<file path="src/rtl/sm_stim_seq.sv">
// sm_stim_seq: replays a {i1,i2} pattern into an FSM and compacts {o1,o2,err} into a MISR plus err count
// Optional SM_STIM_ERR_STOP_EN ends the run on the first sampled err
module sm_stim_seq #(
  parameter int DEPTH = 16,
  parameter int AW = 4,
  parameter int LAT = 1,
  parameter int CNT_W = 8
) (
  input  logic             clk,
  input  logic             nrst,
  input  logic             pat_we,
  input  logic [AW-1:0]    pat_addr,
  input  logic [1:0]       pat_wdata,
  input  logic [AW:0]      len,
  input  logic             start,
  output logic             i1,
  output logic             i2,
  input  logic             o1,
  input  logic             o2,
  input  logic             err,
  output logic             busy,
  output logic             done,
  output logic [CNT_W-1:0] err_cnt,
  output logic [15:0]      sig
);
  typedef enum logic [1:0] {IDLE, RUN, DRAIN} state_t;
  localparam logic [LAT:0] TOP = (LAT+1)'(1) << LAT;
  state_t state, state_nx;
  logic [1:0] pat [DEPTH];
  logic [AW:0] idx, eff_len;
  logic [LAT:0] vp;
  logic go, drive, smp, fin, stop;
  always_comb begin
    eff_len = (len > (AW+1)'(DEPTH)) ? (AW+1)'(DEPTH) : len;
    go = state == IDLE && start && len != '0;
    drive = state == RUN && idx < eff_len;
    smp = vp[LAT];
    // the final sample is the last valid in the pipe once nothing new is driven
    fin = smp && (vp & ~TOP) == '0 && (state == DRAIN || (state == RUN && !drive));
`ifdef SM_STIM_ERR_STOP_EN
    stop = smp && err;
`else
    stop = 1'b0;
`endif
    state_nx = go ? RUN : (fin || stop) ? IDLE : (state == RUN && !drive) ? DRAIN : state;
  end
  always_ff @(posedge clk or negedge nrst)
    if (!nrst) state <= IDLE;
    else state <= state_nx;
  always_ff @(posedge clk or negedge nrst) begin
    if (!nrst) begin
      for (int k = 0; k < DEPTH; k++) pat[k] <= 2'b00;
      {i1, i2} <= 2'b00;
      idx <= '0;
      vp <= '0;
      busy <= 1'b0;
      done <= 1'b0;
      err_cnt <= '0;
      sig <= 16'hFFFF;
    end else begin
      if (state == IDLE && pat_we) pat[pat_addr] <= pat_wdata;
      {i1, i2} <= go ? pat[0] : (drive && !stop) ? pat[idx[AW-1:0]] : 2'b00;
      idx <= go ? (AW+1)'(1) : drive ? idx + (AW+1)'(1) : idx;
      vp <= stop ? '0 : (vp << 1) | (LAT+1)'(go || drive);
      busy <= go ? 1'b1 : (fin || stop) ? 1'b0 : busy;
      done <= fin || stop;
      if (go) begin
        err_cnt <= '0;
        sig <= 16'hFFFF;
      end else if (smp) begin
        sig <= {sig[14:0], 1'b0} ^ (sig[15] ? 16'h1021 : 16'h0000) ^ {13'b0, o1, o2, err};
        if (err && err_cnt != '1) err_cnt <= err_cnt + CNT_W'(1);
      end
    end
  end
endmodule

</file>
<file path="config.mk">
export PLATFORM = sky130hd
export DESIGN_NAME = sm_stim_seq
export DESIGN_NICKNAME = d
export VERILOG_FILES = /design/src/rtl/sm_stim_seq.sv
export SDC_FILE = /design/constraint.sdc
export NUM_CORES = 1
export LEC_CHECK = 0
export ABC_AREA = 0
export CAP_MARGIN = 20
export CELL_PAD_IN_SITES_DETAIL_PLACEMENT = 1
export CELL_PAD_IN_SITES_GLOBAL_PLACEMENT = 1
export CORE_MARGIN = 5
export CORE_UTILIZATION = 42
export CTS_BUF_LIST = sky130_fd_sc_hd__clkbuf_2 sky130_fd_sc_hd__clkbuf_4 sky130_fd_sc_hd__clkbuf_8
export CTS_CLUSTER_SIZE = 40
export DETAILED_ROUTE_END_ITERATION = 10
export PLACE_DENSITY_LB_ADDON = 0.15
export SKIP_LAST_GASP = 1
export SLEW_MARGIN = 0
export SYNTH_ARGS = -nofsm -noshare
export SYNTH_HDL_FRONTEND = slang
export SYNTH_SLANG_ARGS = --single-unit
</file>
<file path="constraint.sdc">
create_clock -name clk -period 2.69 [get_ports clk]
set_clock_uncertainty 0.15 [all_clocks]
set_input_delay 0.4035 -clock clk [delete_from_list [all_inputs] [get_ports clk]]
set_output_delay 0.4035 -clock clk [all_outputs]
set_load 0.01 [all_outputs]
</file>
==> flow_metrics.env <==
export IMPL_synth_top_area_share_pct=39.3
export IMPL_ys_warnings_count=0
export IMPL_die_area_sq_um=9920
export IMPL_syn_inst=283
export IMPL_ys_top_cells_by_area="dfrtp_1, dfstp_2, mux2_2"
export IMPL_synth_seq_cells=69
export IMPL_gr_max_usage_layer="met2"
export IMPL_place_congestion=0.807
export IMPL_endpoint_kind="flip-flop"
export IMPL_syn_num_nets=307
export IMPL_hold_viol=0
export IMPL_grt_max_degree=33
export IMPL_arrival_ns=2.42
export IMPL_final_util_pct=53.7
export IMPL_cts_tree="built"
export IMPL_synth_edf_count=0
export IMPL_seq_area_frac_synth_pct=51.8
export IMPL_die_y_microns=99.6
export IMPL_cts_root_buf="clkbuf_8"
export IMPL_antenna_found_initial=0
export IMPL_p_leak_uw=0.00181
export IMPL_use_met2_pct=29.6
export IMPL_cts_inserted_buffers=9
export IMPL_async_flop_share_pct=100
export IMPL_dr_total_vias=2403
export IMPL_synth_area_per_cell_sq_um=11.9
export IMPL_drt_total_wl_microns=7680
export IMPL_ir_worst_vdd_mv=0.263
export IMPL_crit_type="input port to flip-flop"
export IMPL_max_freq_mhz=425
export IMPL_grt_ovfl_total=0
export IMPL_postRouteAntennaNets=0
export IMPL_period_needed_ns=2.35
export IMPL_die_width_microns=99.6
export IMPL_instances_no_fill=443
export IMPL_fin_nets=360
export IMPL_cts_max_level=3
export IMPL_ys_types=38
export IMPL_area_growth_syn_to_layout_pct=23.7
export IMPL_min_path_type="flip-flop to flip-flop"
export IMPL_placed_cells=426
export IMPL_numPortBuffers=45
export IMPL_synthTopCellsByCount="dfrtp_1, nand2_1, mux2_2, mux2i_1, dfstp_2"
export IMPL_slew_headroom_pct=52.2
export IMPL_cp_data_required_time_ns=2.75
export IMPL_path_max_fanout=4
export IMPL_wl_per_cell_microns=17.3
export IMPL_drc=0
export IMPL_status="finished clean"
export IMPL_cts_sinks=69
export IMPL_min_period_over_period_pct=87.5
export IMPL_final_setup_viol_count=0
export IMPL_drt_pass1_iter_count=4
export IMPL_initial_core_util_pct=43.4
export IMPL_clockBufferDepth=2
export IMPL_grt_use_met1_pct=19.4
export IMPL_drt_iter0_drc=55
export IMPL_io_pins=46
export IMPL_diodes=0
export IMPL_maxCapViolCount=0
export IMPL_dpl_hpwl_microns=5710
export IMPL_cp_start_kind="input port"
export IMPL_rsz0062_at_grt="false"
export IMPL_worst_slew_pin_slew_ns=0.717
export IMPL_routed_via_density=5.42
export IMPL_final_setup_tns_ns=0
export IMPL_std_cell_rows=32
export IMPL_track_usage_pct=16.4
export IMPL_ys_flop_type="dfrtp_1"
export IMPL_num_fill_cells=833
export IMPL_grt_pass1_vias=2640
export IMPL_maxSlewViolCount=0
export IMPL_final_layout_size_suffix_gt1_share_pct=24.6
export IMPL_netlist_area_sq_um=3370
export IMPL_grt_pass1_wl_microns=13000
export IMPL_post_synth_top_area_cell="dfrtp_1"
export IMPL_use_met3_pct=3.58
export IMPL_synth_most_common_cell="dfrtp_1"
export IMPL_clk_latency_ns=0.34
export IMPL_clk_pin_slew_ns=0.07
export IMPL_powerDensity_nw_per_um2=478
export IMPL_core_area_sq_um=7770
[report_power, final]
| part | switching, uW | total, uW | internal, uW |
|---|---|---|---|
| Combinational | 60.4 | 104 | 44.0 |
| Sequential | 5.74 | 1050 | 1040 |
| Clock | 393 | 843 | 450 |
| Total | 459 | 1990 | 1540 |
[cell families (layout without fill, tap and decap cells)]
| logic type | Yosys count | count (layout) | share of synthesized area (%) |
|---|---|---|---|
| AND/OR/NAND/NOR | 96 | 96 | 14.0 |
| flip-flops | 69 | 69 | 51.8 |
| multiplexers | 59 | 59 | 22.4 |
| AO/OA/AOI/OAI | 28 | 28 | 5.23 |
| buffers and inverters | 15 | 73 | 1.74 |
| XOR/XNOR | 10 | 10 | 2.60 |
| adder cells (fa/ha/maj) | 6 | 6 | 2.23 |
[worst paths after layout]
check / startpoint / endpoint / slack (ns) / cells after the start
worst max-delay path: len[4] / busy$_DFFE_PN0P_ / 0.34 / 8
worst min register to register: vp[0]$_DFF_PN0_ / vp[1]$_DFF_PN0_ / 0.27 / 0
max in group asynchronous: nrst / sig[5]$_DFFE_PN1P_ / 1.22 / 3
worst max register to register: idx[0]$_DFFE_PN0P_ / i1$_DFF_PN0_ / 0.41 / 4
min in group asynchronous: nrst / pat[29]$_DFFE_PN0P_ / 0.47 / 2
worst min-delay path: vp[0]$_DFF_PN0_ / vp[1]$_DFF_PN0_ / 0.27 / 0
[layout by cell type, fill, tap and decap left out, types with 2 or more instances in the layout]
| cell | count |
|---|---|
| dfrtp_1 | 53 |
| nand2_1 | 44 |
| clkdlybuf4s50_1 | 44 |
| mux2_2 | 32 |
| mux2i_1 | 17 |
| dfstp_2 | 16 |
| nor2_1 | 15 |
| mux4_2 | 10 |
| clkbuf_8 | 10 |
| o21ai_0 | 9 |
| xnor2_1 | 6 |
| ha_1 | 6 |
| nand2b_1 | 5 |
| nand3_1 | 5 |
| nand4_1 | 5 |
| buf_4 | 5 |
| a21oi_1 | 4 |
| o21ai_1 | 4 |
| nor2b_1 | 4 |
| nor3_1 | 4 |
| o211ai_1 | 4 |
| xor2_1 | 4 |
| inv_1 | 3 |
| clkinvlp_4 | 3 |
| and2_1 | 2 |
| and4_1 | 2 |
| o31ai_1 | 2 |
| clkinv_1 | 2 |
| o21a_1 | 2 |
| and3_1 | 2 |
| or4_1 | 2 |
| clkinv_2 | 2 |
[through the flow]
stage	setup WS (ns)	instance area, sq um	hold slack, ns	power [uW]
final	0.336	4170	0.266	1990
after global routing	0.247	4170	0.286	2090
after CTS	0.358	4170	0.271	2020
after detailed placement	0.0272	3960	0.231	1170
after global placement	0.206	3960	0.240	1170
after floorplan	0.678	3370	-0.0421	1100
[timing repair]
| action | CTS | global route |
|---|---|---|
| hold endpoints to repair | 21 | 0 |
| setup buffers | 0 | 0 |
| resized for setup | 0 | 0 |
| hold buffers | 1 | 0 |
[state kept, by name, summed over array words and instances, names as in the netlist]
register  flops
busy          1
done          1
err_cnt       8
i1            1
i2            1
idx           5
pat          32
sig          16
state         2
vp            2
[cell type report]
class	count	area, sq um	share of cell area, %
Clock buffer	10	138	3.30
Inverter	5	18.8	0.450
Timing Repair Buffer	52	513	12.3
Multi-Input combinational cell	199	1570	37.5
Tap cell	102	128	3.06
Sequential cell	69	1750	41.9
Clock inverter	6	62.6	1.50
[worst max-delay path, stage by stage]
cell and delay, ns:
clkdlybuf4s50_1 0.48, inv_1 0.15, nand2_1 0.07, ha_1 0.31
a21oi_1 0.10, o21ai_0 0.44, o21ai_1 0.18, o31a_1 0.28
[metal layers]
metal / up-vias / routed length [microns]
met5: - / 0
met4: 0 / 94
met3: 9 / 270
met2: 44 / 4080
met1: 1227 / 3240
li1: 1123 / -
Power figures use the tool's default switching activity.
